--- src/rtl/rib_regbank.sv ---
// rib_regbank: RIB-bus register bank for the ADC/UDP DAQ path.
// Holds the UDP and ADC configuration, four per-channel arrays, system mode and status, and
// a coherent ADC snapshot with a read lock. Reads are registered and every strobe is
// acknowledged one cycle later.
//
// Ports:
//   rib_clk, rib_rst_n             clock, async active-low reset
//   rib_addr/rib_data_i            byte address (only [15:0] decoded), write data
//   rib_we/rib_re                  one-cycle write/read strobes
//   rib_data_o/rib_ack             registered read data, one-cycle acknowledge
//   fee_mode, udp_tx_req           front-end mode and UDP request, used for the status read
//   adc_value/adc_valid            live sample set and its strobe
//   cfg_*                          UDP/ADC configuration outputs
//   sys_status                     raw SYS_STATUS register
//   baseline_rib_data, adc_noise,
//   cal_adc_value, adc_test        flattened per-channel arrays (channel i at [i*DW +: DW])
//   data_accepted_rib              pulses with the ack of the final-channel snapshot read
module rib_regbank #(
  parameter int unsigned DATAWIDTH  = 16,
  parameter int unsigned ADC_CHANEL = 20,
  parameter int unsigned CH_SHIFT   = 3
) (
  input  logic                            rib_clk,
  input  logic                            rib_rst_n,
  input  logic [31:0]                     rib_addr,
  input  logic [31:0]                     rib_data_i,
  input  logic                            rib_we,
  input  logic                            rib_re,
  output logic [31:0]                     rib_data_o,
  output logic                            rib_ack,
  input  logic [4:0]                      fee_mode,
  input  logic                            udp_tx_req,
  input  logic [ADC_CHANEL*DATAWIDTH-1:0] adc_value,
  input  logic                            adc_valid,
  output logic [15:0]                     cfg_tx_data_num,
  output logic                            cfg_udp_tx_enable,
  output logic                            cfg_fifo_wr_en,
  output logic [31:0]                     cfg_board_ip,
  output logic [31:0]                     cfg_des_ip,
  output logic [15:0]                     cfg_board_port,
  output logic [15:0]                     cfg_des_port,
  output logic [3:0]                      cfg_adc_width,
  output logic [5:0]                      cfg_datawidth,
  output logic [21:0]                     cfg_num_channels,
  output logic [4:0]                      cfg_fee_mode,
  output logic [4:0]                      sys_status,
  output logic [ADC_CHANEL*DATAWIDTH-1:0] baseline_rib_data,
  output logic [ADC_CHANEL*DATAWIDTH-1:0] adc_noise,
  output logic [ADC_CHANEL*DATAWIDTH-1:0] cal_adc_value,
  output logic [ADC_CHANEL*DATAWIDTH-1:0] adc_test,
  output logic                            data_accepted_rib
);

  localparam int unsigned IdxW = 12 - CH_SHIFT;
  localparam int unsigned ChW  = (ADC_CHANEL > 1) ? $clog2(ADC_CHANEL) : 1;

  localparam logic [15:0] AddrUdpCtrl = 16'h0010;
  localparam logic [15:0] AddrBoardIp = 16'h0014;
  localparam logic [15:0] AddrDesIp   = 16'h0018;
  localparam logic [15:0] AddrBoardPt = 16'h001C;
  localparam logic [15:0] AddrDesPt   = 16'h0020;
  localparam logic [15:0] AddrAdcCfg  = 16'h0024;
  localparam logic [15:0] AddrStatus  = 16'h0028;
  localparam logic [15:0] AddrMode    = 16'h0030;
  localparam logic [15:0] AddrOverrun = 16'h0034;
  localparam logic [15:0] AddrErr     = 16'h0038;

  localparam logic [3:0] RegSnap  = 4'h1;
  localparam logic [3:0] RegBase  = 4'h2;
  localparam logic [3:0] RegNoise = 4'h3;
  localparam logic [3:0] RegCal   = 4'h4;
  localparam logic [3:0] RegTest  = 4'h5;

  // Scalar state
  logic [15:0] tx_data_num_q, tx_data_num_d;
  logic        udp_tx_enable_q, udp_tx_enable_d;
  logic        fifo_wr_en_q, fifo_wr_en_d;
  logic [31:0] board_ip_q, board_ip_d;
  logic [31:0] des_ip_q, des_ip_d;
  logic [15:0] board_port_q, board_port_d;
  logic [15:0] des_port_q, des_port_d;
  logic [3:0]  adc_width_q, adc_width_d;
  logic [5:0]  datawidth_q, datawidth_d;
  logic [21:0] num_channels_q, num_channels_d;
  logic [4:0]  sys_status_q, sys_status_d;
  logic [4:0]  fee_mode_q, fee_mode_d;
  logic [15:0] overrun_q, overrun_d;
  logic [1:0]  err_q, err_d;
  logic        lock_q, lock_d;
  logic [31:0] rdata_q, rdata_d;
  logic        ack_q, ack_d;
  logic        accepted_q, accepted_d;

  // Channel arrays
  logic [DATAWIDTH-1:0] snap_q  [ADC_CHANEL];
  logic [DATAWIDTH-1:0] base_q  [ADC_CHANEL];
  logic [DATAWIDTH-1:0] noise_q [ADC_CHANEL];
  logic [DATAWIDTH-1:0] cal_q   [ADC_CHANEL];
  logic [DATAWIDTH-1:0] test_q  [ADC_CHANEL];

  // Address decode
  logic [15:0]     addr;
  logic [3:0]      region;
  logic [IdxW-1:0] ch_idx;
  logic [31:0]     ch_idx_ext;
  logic [ChW-1:0]  ch_sel;
  logic            ch_in_range;
  logic            is_chan;
  logic            strobe;
  logic            unused_addr;

  assign addr        = rib_addr[15:0];
  assign unused_addr = ^rib_addr[31:16];
  assign region      = addr[15:12];
  assign ch_idx      = addr[11:CH_SHIFT];
  assign ch_idx_ext  = 32'(ch_idx);
  assign ch_sel      = ch_idx[ChW-1:0];
  assign ch_in_range = ch_idx_ext < ADC_CHANEL;
  assign is_chan     = (region >= RegSnap) && (region <= RegTest);
  assign strobe      = rib_we | rib_re;

  logic scalar_hit;
  logic sel_udp, sel_bip, sel_dip, sel_bpt, sel_dpt, sel_adc, sel_sts, sel_mode, sel_ovr, sel_err;

  always_comb begin
    scalar_hit = 1'b1;
    sel_udp    = 1'b0;
    sel_bip    = 1'b0;
    sel_dip    = 1'b0;
    sel_bpt    = 1'b0;
    sel_dpt    = 1'b0;
    sel_adc    = 1'b0;
    sel_sts    = 1'b0;
    sel_mode   = 1'b0;
    sel_ovr    = 1'b0;
    sel_err    = 1'b0;
    case (addr)
      AddrUdpCtrl: sel_udp    = 1'b1;
      AddrBoardIp: sel_bip    = 1'b1;
      AddrDesIp:   sel_dip    = 1'b1;
      AddrBoardPt: sel_bpt    = 1'b1;
      AddrDesPt:   sel_dpt    = 1'b1;
      AddrAdcCfg:  sel_adc    = 1'b1;
      AddrStatus:  sel_sts    = 1'b1;
      AddrMode:    sel_mode   = 1'b1;
      AddrOverrun: sel_ovr    = 1'b1;
      AddrErr:     sel_err    = 1'b1;
      default:     scalar_hit = 1'b0;
    endcase
  end

  logic unmapped, range_err, chan_ok;
  logic wr_base, wr_noise, wr_cal, wr_test;
  logic snap_rd, snap_rd_first, snap_rd_last;

  assign unmapped      = !is_chan && !scalar_hit;
  assign range_err     = is_chan && !ch_in_range;
  assign chan_ok       = is_chan && ch_in_range;
  assign wr_base       = rib_we && chan_ok && (region == RegBase);
  assign wr_noise      = rib_we && chan_ok && (region == RegNoise);
  assign wr_cal        = rib_we && chan_ok && (region == RegCal);
  assign wr_test       = rib_we && chan_ok && (region == RegTest);
  assign snap_rd       = rib_re && chan_ok && (region == RegSnap);
  assign snap_rd_first = snap_rd && (ch_idx_ext == 32'd0);
  assign snap_rd_last  = snap_rd && (ch_idx_ext == ADC_CHANEL - 1);

  // Status as seen by the CPU depends on the live front-end mode.
  logic [4:0] status_rd;
  always_comb begin
    status_rd = sys_status_q;
    case (fee_mode)
      5'd0: status_rd = 5'd0;
      5'd1: status_rd = (sys_status_q == 5'd3) ? 5'd3 : 5'd2;
      5'd2: begin
        if (sys_status_q == 5'd7) status_rd = udp_tx_req ? 5'd8 : 5'd0;
        else                      status_rd = 5'd4;
      end
      default: status_rd = sys_status_q;
    endcase
  end

  // Read mux
  logic [DATAWIDTH-1:0] chan_word;
  logic [31:0]          rd_val;
  always_comb begin
    chan_word = '0;
    case (region)
      RegSnap:  chan_word = snap_q[ch_sel];
      RegBase:  chan_word = base_q[ch_sel];
      RegNoise: chan_word = noise_q[ch_sel];
      RegCal:   chan_word = cal_q[ch_sel];
      RegTest:  chan_word = test_q[ch_sel];
      default:  chan_word = '0;
    endcase

    rd_val = '0;
    if (unmapped || range_err) begin
      rd_val = 32'hDEAD_BEEF;
    end else if (is_chan) begin
      rd_val[DATAWIDTH-1:0] = chan_word;
    end else begin
      case (1'b1)
        sel_udp:  rd_val = {14'd0, fifo_wr_en_q, udp_tx_enable_q, tx_data_num_q};
        sel_bip:  rd_val = board_ip_q;
        sel_dip:  rd_val = des_ip_q;
        sel_bpt:  rd_val = {16'd0, board_port_q};
        sel_dpt:  rd_val = {16'd0, des_port_q};
        sel_adc:  rd_val = {num_channels_q, datawidth_q, adc_width_q};
        sel_sts:  rd_val = {27'd0, status_rd};
        sel_mode: rd_val = {27'd0, fee_mode_q};
        sel_ovr:  rd_val = {16'd0, overrun_q};
        sel_err:  rd_val = {30'd0, err_q};
        default:  rd_val = '0;
      endcase
    end
  end

  // Scalar next state
  logic ovr_rd, ovr_inc;
  logic [1:0] err_set, err_clr;

  assign ovr_rd  = rib_re && sel_ovr;
  assign ovr_inc = adc_valid && lock_q;
  assign err_set = {range_err & strobe, unmapped & strobe};
  assign err_clr = (rib_we && sel_err) ? rib_data_i[1:0] : 2'b00;

  always_comb begin
    tx_data_num_d   = tx_data_num_q;
    udp_tx_enable_d = udp_tx_enable_q;
    fifo_wr_en_d    = fifo_wr_en_q;
    board_ip_d      = board_ip_q;
    des_ip_d        = des_ip_q;
    board_port_d    = board_port_q;
    des_port_d      = des_port_q;
    adc_width_d     = adc_width_q;
    datawidth_d     = datawidth_q;
    num_channels_d  = num_channels_q;
    sys_status_d    = sys_status_q;
    fee_mode_d      = fee_mode_q;
    overrun_d       = overrun_q;
    lock_d          = lock_q;

    if (rib_we) begin
      if (sel_udp) begin
        tx_data_num_d   = rib_data_i[15:0];
        udp_tx_enable_d = rib_data_i[16];
        fifo_wr_en_d    = rib_data_i[17];
      end
      if (sel_bip) board_ip_d = rib_data_i;
      if (sel_dip) des_ip_d = rib_data_i;
      if (sel_bpt) board_port_d = rib_data_i[15:0];
      if (sel_dpt) des_port_d = rib_data_i[15:0];
      if (sel_adc) begin
        num_channels_d = rib_data_i[31:10];
        datawidth_d    = rib_data_i[9:4];
        adc_width_d    = rib_data_i[3:0];
      end
      if (sel_sts)  sys_status_d = rib_data_i[4:0];
      if (sel_mode) fee_mode_d = rib_data_i[4:0];
    end

    // Clear-on-read; a coincident overrun leaves exactly one counted event behind.
    if (ovr_rd) overrun_d = '0;
    if (ovr_inc) begin
      if (ovr_rd)                        overrun_d = 16'd1;
      else if (overrun_q != 16'hFFFF)    overrun_d = overrun_q + 16'd1;
    end

    // Last-channel read wins so a single-channel bank never stays locked.
    if (snap_rd_first) lock_d = 1'b1;
    if (snap_rd_last)  lock_d = 1'b0;
  end

  assign err_d      = (err_q & ~err_clr) | err_set;
  assign rdata_d    = rib_re ? rd_val : rdata_q;
  assign ack_d      = strobe;
  assign accepted_d = snap_rd_last;

  always_ff @(posedge rib_clk or negedge rib_rst_n) begin
    if (!rib_rst_n) begin
      tx_data_num_q   <= 16'd100;
      udp_tx_enable_q <= 1'b1;
      fifo_wr_en_q    <= 1'b0;
      board_ip_q      <= 32'hC0A8_B96F;
      des_ip_q        <= 32'hC0A8_B9F3;
      board_port_q    <= 16'd1234;
      des_port_q      <= 16'd1234;
      adc_width_q     <= '0;
      datawidth_q     <= '0;
      num_channels_q  <= '0;
      sys_status_q    <= '0;
      fee_mode_q      <= 5'd1;
      overrun_q       <= '0;
      err_q           <= '0;
      lock_q          <= 1'b0;
      rdata_q         <= '0;
      ack_q           <= 1'b0;
      accepted_q      <= 1'b0;
    end else begin
      tx_data_num_q   <= tx_data_num_d;
      udp_tx_enable_q <= udp_tx_enable_d;
      fifo_wr_en_q    <= fifo_wr_en_d;
      board_ip_q      <= board_ip_d;
      des_ip_q        <= des_ip_d;
      board_port_q    <= board_port_d;
      des_port_q      <= des_port_d;
      adc_width_q     <= adc_width_d;
      datawidth_q     <= datawidth_d;
      num_channels_q  <= num_channels_d;
      sys_status_q    <= sys_status_d;
      fee_mode_q      <= fee_mode_d;
      overrun_q       <= overrun_d;
      err_q           <= err_d;
      lock_q          <= lock_d;
      rdata_q         <= rdata_d;
      ack_q           <= ack_d;
      accepted_q      <= accepted_d;
    end
  end

  always_ff @(posedge rib_clk or negedge rib_rst_n) begin
    if (!rib_rst_n) begin
      for (int i = 0; i < int'(ADC_CHANEL); i++) begin
        snap_q[i]  <= '0;
        base_q[i]  <= '0;
        noise_q[i] <= '0;
        cal_q[i]   <= '0;
        test_q[i]  <= '0;
      end
    end else begin
      // A locked snapshot stays coherent until the CPU has read it out.
      if (adc_valid && !lock_q) begin
        for (int i = 0; i < int'(ADC_CHANEL); i++) begin
          snap_q[i] <= adc_value[i*DATAWIDTH +: DATAWIDTH];
        end
      end
      if (wr_base)  base_q[ch_sel]  <= rib_data_i[DATAWIDTH-1:0];
      if (wr_noise) noise_q[ch_sel] <= rib_data_i[DATAWIDTH-1:0];
      if (wr_cal)   cal_q[ch_sel]   <= rib_data_i[DATAWIDTH-1:0];
      if (wr_test)  test_q[ch_sel]  <= rib_data_i[DATAWIDTH-1:0];
    end
  end

  for (genvar g = 0; g < int'(ADC_CHANEL); g++) begin : g_flat
    assign baseline_rib_data[g*DATAWIDTH +: DATAWIDTH] = base_q[g];
    assign adc_noise[g*DATAWIDTH +: DATAWIDTH]         = noise_q[g];
    assign cal_adc_value[g*DATAWIDTH +: DATAWIDTH]     = cal_q[g];
    assign adc_test[g*DATAWIDTH +: DATAWIDTH]          = test_q[g];
  end

  assign rib_data_o        = rdata_q;
  assign rib_ack           = ack_q;
  assign data_accepted_rib = accepted_q;
  assign cfg_tx_data_num   = tx_data_num_q;
  assign cfg_udp_tx_enable = udp_tx_enable_q;
  assign cfg_fifo_wr_en    = fifo_wr_en_q;
  assign cfg_board_ip      = board_ip_q;
  assign cfg_des_ip        = des_ip_q;
  assign cfg_board_port    = board_port_q;
  assign cfg_des_port      = des_port_q;
  assign cfg_adc_width     = adc_width_q;
  assign cfg_datawidth     = datawidth_q;
  assign cfg_num_channels  = num_channels_q;
  assign cfg_fee_mode      = fee_mode_q;
  assign sys_status        = sys_status_q;

endmodule
--- config.mk ---
export PLATFORM = sky130hd
export DESIGN_NAME = rib_regbank
export DESIGN_NICKNAME = d
export VERILOG_FILES = /design/src/rtl/rib_regbank.sv
export SDC_FILE = /design/constraint.sdc
export NUM_CORES = 2
export LEC_CHECK = 0
export BUFFER_PORTS_ARGS = -buffer_cell sky130_fd_sc_hd__buf_2
export CAP_MARGIN = 20
export CORE_AREA = 2 2 722 724
export DETAILED_ROUTE_END_ITERATION = 8
export DIE_AREA = 0 0 724 726
export PLACE_DENSITY = 0.39
export SKIP_LAST_GASP = 1
export SYNTH_ARGS = -nofsm -noshare
export SYNTH_HDL_FRONTEND = slang
export SYNTH_SLANG_ARGS = --single-unit
--- constraint.sdc ---
create_clock -name rib_clk -period 2.34 [get_ports rib_clk]
set_input_delay 0 -clock rib_clk [delete_from_list [all_inputs] [get_ports rib_clk]]
set_output_delay 0 -clock rib_clk [all_outputs]
set_load 0.01 [all_outputs]
==> impl_metrics.py <==
metrics = {
    "logic_synthesis": {
        "synth-seq-cells": 1809,
        "synth_cell_type_count": 76,
        "avgSynthCellArea_sq_um": 15.0,
        "synthArstFlopShare_pct": 100,
        "netlist_instances": 5473,
        "synth_flop_cell": "dfrtp_1",
        "synth-edff-count": 0,
        "ys_warn_count": 0,
        "synth_nets": 5869,
        "synth_area_sq_um": 82200,
        "synth-seq-area-share_pct": 55.1,
    },
    "route": {
        "wl_per_cell_um": 37.8,
        "remaining_drc_errors": 0,
        "drtAntennaViolNets": 0,
        "drt_iter0_markers": 5261,
        "dr_total_vias": 68200,
        "via_per_inst": 4.21,
        "dr.pass1.iters": 8,
        "routed_wl_um": 612000,
    },
    "global_route": {
        "grt_pass1_wl_um": 777000,
        "grt_max_degree": 121,
        "grt_use_total_pct": 22.5,
        "grt.overflow.total": 0,
        "grt_pass1_vias": 71400,
        "antenna_found_initial": 162,
    },
    "power_and_ir_drop": {
        "powerDensity_nw_per_um2": 613,
        "vdd_drop_max_uv": 570,
        "leakage_nw": 62.2,
        "power_w": 0.0780,
    },
    "sta": {
        "finalWorstSetupSlack_ns": -0.277,
        "maxSlewHeadroom_pct": 18.3,
        "fmax_mhz": 382,
        "finalCriticalPeriod_ns": 2.62,
        "grt_setup_unrepaired": "yes",
        "fin_crit_sh_pct": 112,
        "slew_viol_final": 0,
        "final_hold_viol_count": 0,
        "worstMarginPinSlew_ns": 1.23,
        "setup_viol": 7,
        "fin_worst_skew_ns": 0.102,
    },
    "floorplanning": {
        "fp.dieW_um": 724,
        "core-area_sq_um": 519000,
        "fp.dieArea_sq_um": 526000,
        "io_pins": 1865,
        "initial_core_util_pct": 15.9,
        "die_h_um": 726,
        "rows": 265,
    },
    "clock_network": {
        "tritoncts": "built",
        "cts_buffer_depth": 4,
        "clk_latency_ns": 1.02,
        "root_buffer": "clkbuf_16",
        "cts_buffers": 235,
        "h-tree-depth": 4,
        "cts.reportedPaths.clkPinSlew_ns": 0.06,
        "cts.sinks": 1809,
    },
    "critical_path": {
        "reg2reg_from": "cal_adc_value[62]",
        "crit_buf_inv": 1,
        "end_kind": "flop",
        "required_ns": 3.12,
        "worst-path-max-fanout": 2,
        "slowest_stage": "o211ai_1",
        "crit_type": "reg -> reg",
        "max_stage_delay_ns": 0.65,
        "critPathTopFamily": "compound AO/OA/AOI/OAI gates",
        "cp_data_arrival_time_ns": 3.40,
        "startpoint": "cal_adc_value[62]",
        "crit_chain": "mux4_2 > mux2i_1 > buf_4 > o22ai_2 > o211ai_1 > nand4_1 > a2bb2oi_1",
        "cp-start-kind": "flop",
    },
    "hold_path": {
        "hold_start": "adc_value[71]",
        "hp-class": "in -> reg",
    },
    "run": {
        "cap_violations": 0,
    },
    "placement": {
        "numPortBuffers": 1848,
        "globalplace.congestion": 0.906,
        "dp_hpwl_um": 503000,
        "placed_area_sq_um": 111000,
    },
    "final_layout": {
        "layout-drive-gt1-share_pct": 62.7,
        "mostFrequentLayoutCells": "buf_2, dfrtp_1, mux2_2",
        "syn_to_final_growth_pct": 54.8,
        "fill_cells": 54800,
        "fin_nets": 9399,
        "final_common_cell": "buf_2",
        "design_area_sq_um": 127000,
    },
    "status": {
        "status": "finished, violations left",
        "failed_checks": "setup timing",
    },
}
[power breakdown]
group	leakage (nW)	switching (W)	internal (W)
logic	34.0	0.00440	0.00339
clock network	3.89	0.0159	0.0220
registers	24.2	0.000434	0.0319
total	62.2	0.0208	0.0573
[kinds of logic (layout without fill, tap and decap cells)]
kind of cell	Yosys count	in the layout	share of synthesized area, %
other	0	58	0
flip-flops	1809	1809	55.1
adder cells (fa/ha/maj)	1	1	0.0152
XOR/XNOR	13	13	0.138
AND/OR/NAND/NOR	407	407	2.52
AO/OA/AOI/OAI	417	417	3.44
multiplexers	2341	2341	36.1
buffers and inverters	485	4206	2.62
[flip-flops by register name, summed over array words and instances, names as in the netlist, 2 cells and up]
register	cells
cfg_fee_mode	5
cfg_num_channels	22
cfg_board_ip	32
adc_noise	320
cal_adc_value	320
sys_status	5
cfg_datawidth	6
cfg_des_ip	32
cfg_adc_width	4
rib_data_o	32
overrun_q	16
baseline_rib_data	320
cfg_des_port	16
err_q	2
adc_test	320
cfg_board_port	16
cfg_tx_data_num	16
snap_q	320
[cells in the mapped netlist (4+ instances only)]
| cell | n | area share [%] |
|---|---|---|
| dfrtp_1 | 1762 | 54 |
| mux2_2 | 1712 | 23 |
| mux4_2 | 320 | 8.8 |
| mux2i_1 | 258 | 3.1 |
| clkbuf_1 | 239 | 1.1 |
| buf_2 | 186 | 1.1 |
| nand2_1 | 130 | 0.59 |
| nor2_1 | 96 | 0.44 |
| o22ai_1 | 96 | 0.73 |
| a21oi_1 | 62 | 0.38 |
| o21ai_0 | 61 | 0.37 |
| dfstp_2 | 47 | 1.5 |
| nor2_2 | 45 | 0.34 |
| a22oi_1 | 41 | 0.37 |
| mux2_1 | 31 | 0.42 |
| a211oi_1 | 30 | 0.27 |
| nand3_1 | 30 | 0.18 |
| a221oi_1 | 22 | 0.23 |
| buf_1 | 20 | 0.091 |
| mux2_4 | 20 | 0.37 |
| buf_4 | 19 | 0.17 |
| o211ai_1 | 19 | 0.17 |
| a31oi_1 | 17 | 0.13 |
| a222oi_1 | 15 | 0.18 |
| inv_1 | 15 | 0.068 |
| and3_1 | 14 | 0.11 |
| nor3_1 | 12 | 0.073 |
| xor2_1 | 12 | 0.13 |
| nor2b_1 | 11 | 0.084 |
| a2111oi_0 | 10 | 0.11 |
| nand4_1 | 10 | 0.076 |
| o221ai_1 | 10 | 0.11 |
| and4_1 | 7 | 0.075 |
| a22o_1 | 6 | 0.064 |
| nand2b_1 | 6 | 0.046 |
| and2_1 | 5 | 0.038 |
| nor4_1 | 5 | 0.038 |
| or3_1 | 5 | 0.038 |
| a211o_1 | 4 | 0.043 |
| buf_6 | 4 | 0.055 |
| nand3b_1 | 4 | 0.037 |
| nor3_2 | 4 | 0.049 |
[routing by layer]
layer / vias to the layer above / part of all wire (%) / routed length (um) / track usage [%]
met3: 735 / 6.6 / 40100 / 5.13
met5: - / 0.024 / 148 / 0
li1: 27700 / - / - / -
met2: 2807 / 49 / 300000 / 38.7
met1: 36900 / 40 / 246000 / 27.5
met4: 22 / 4.3 / 26200 / 8.01
[stage by stage]
step,hold slack [ns],cells,utilization [%],setup TNS (ns),setup WS (ns)
detailed placement,-0.00188,15000,21.4,-503.86,-1.51
global placement,-0.00600,14900,21.4,-508.02,-1.54
finish,0.0556,16200,24.5,-1.02,-0.277
floorplan,-0.296,5473,-,0,0.0607
CTS,0.00342,16100,24.5,-6.43,-0.370
global route,0.0241,16200,24.5,-1.43,-0.376
[area by class of cell]
class	instances	area, sq um	area share [%]
Clock inverter	99	1190	0.933
Inverter	17	70.1	0.0550
Antenna cell	58	145	0.114
Clock buffer	329	6740	5.29
Timing Repair Buffer	3761	28900	22.7
Multi-Input combinational cell	3179	36200	28.5
Tap cell	6942	8690	6.82
Sequential cell	1809	45300	35.6
[worst reg2reg max path: cells and delay by family, from the launching register on]
family / cells / cell delay, ns
AOI/OAI and AO/OA: 3 / 0.89
buffers and inverters: 1 / 0.18
muxes: 2 / 0.74
DFF: 1 / 0.43
and+or+nand+nor: 1 / 0.19
[worst paths after layout]
kind	to	slack, ns	cells past startpoint
max	rib_data_o[14]	-0.28	7
min	snap_q[247]	0.06	3
max reg2reg	rib_data_o[14]	-0.28	7
min reg2reg	err_q[1]	0.50	2
max in group asynchronous	adc_test[8]	0.77	6
min in group asynchronous	cfg_des_ip[9]	0.45	4
[timing repair]
| item | in CTS | in global routing |
|---|---|---|
| endpoints found under the hold margin | 3436 | 1 |
| buffers inserted | 18 | 14 |
| endpoints found under the setup margin | 17 | 979 |
| gates resized for setup | 145 | 49 |
| pin swaps | 33 | 30 |
| hold buffers | 732 | 1 |
Note: power is estimated with default switching activity, not from simulation.
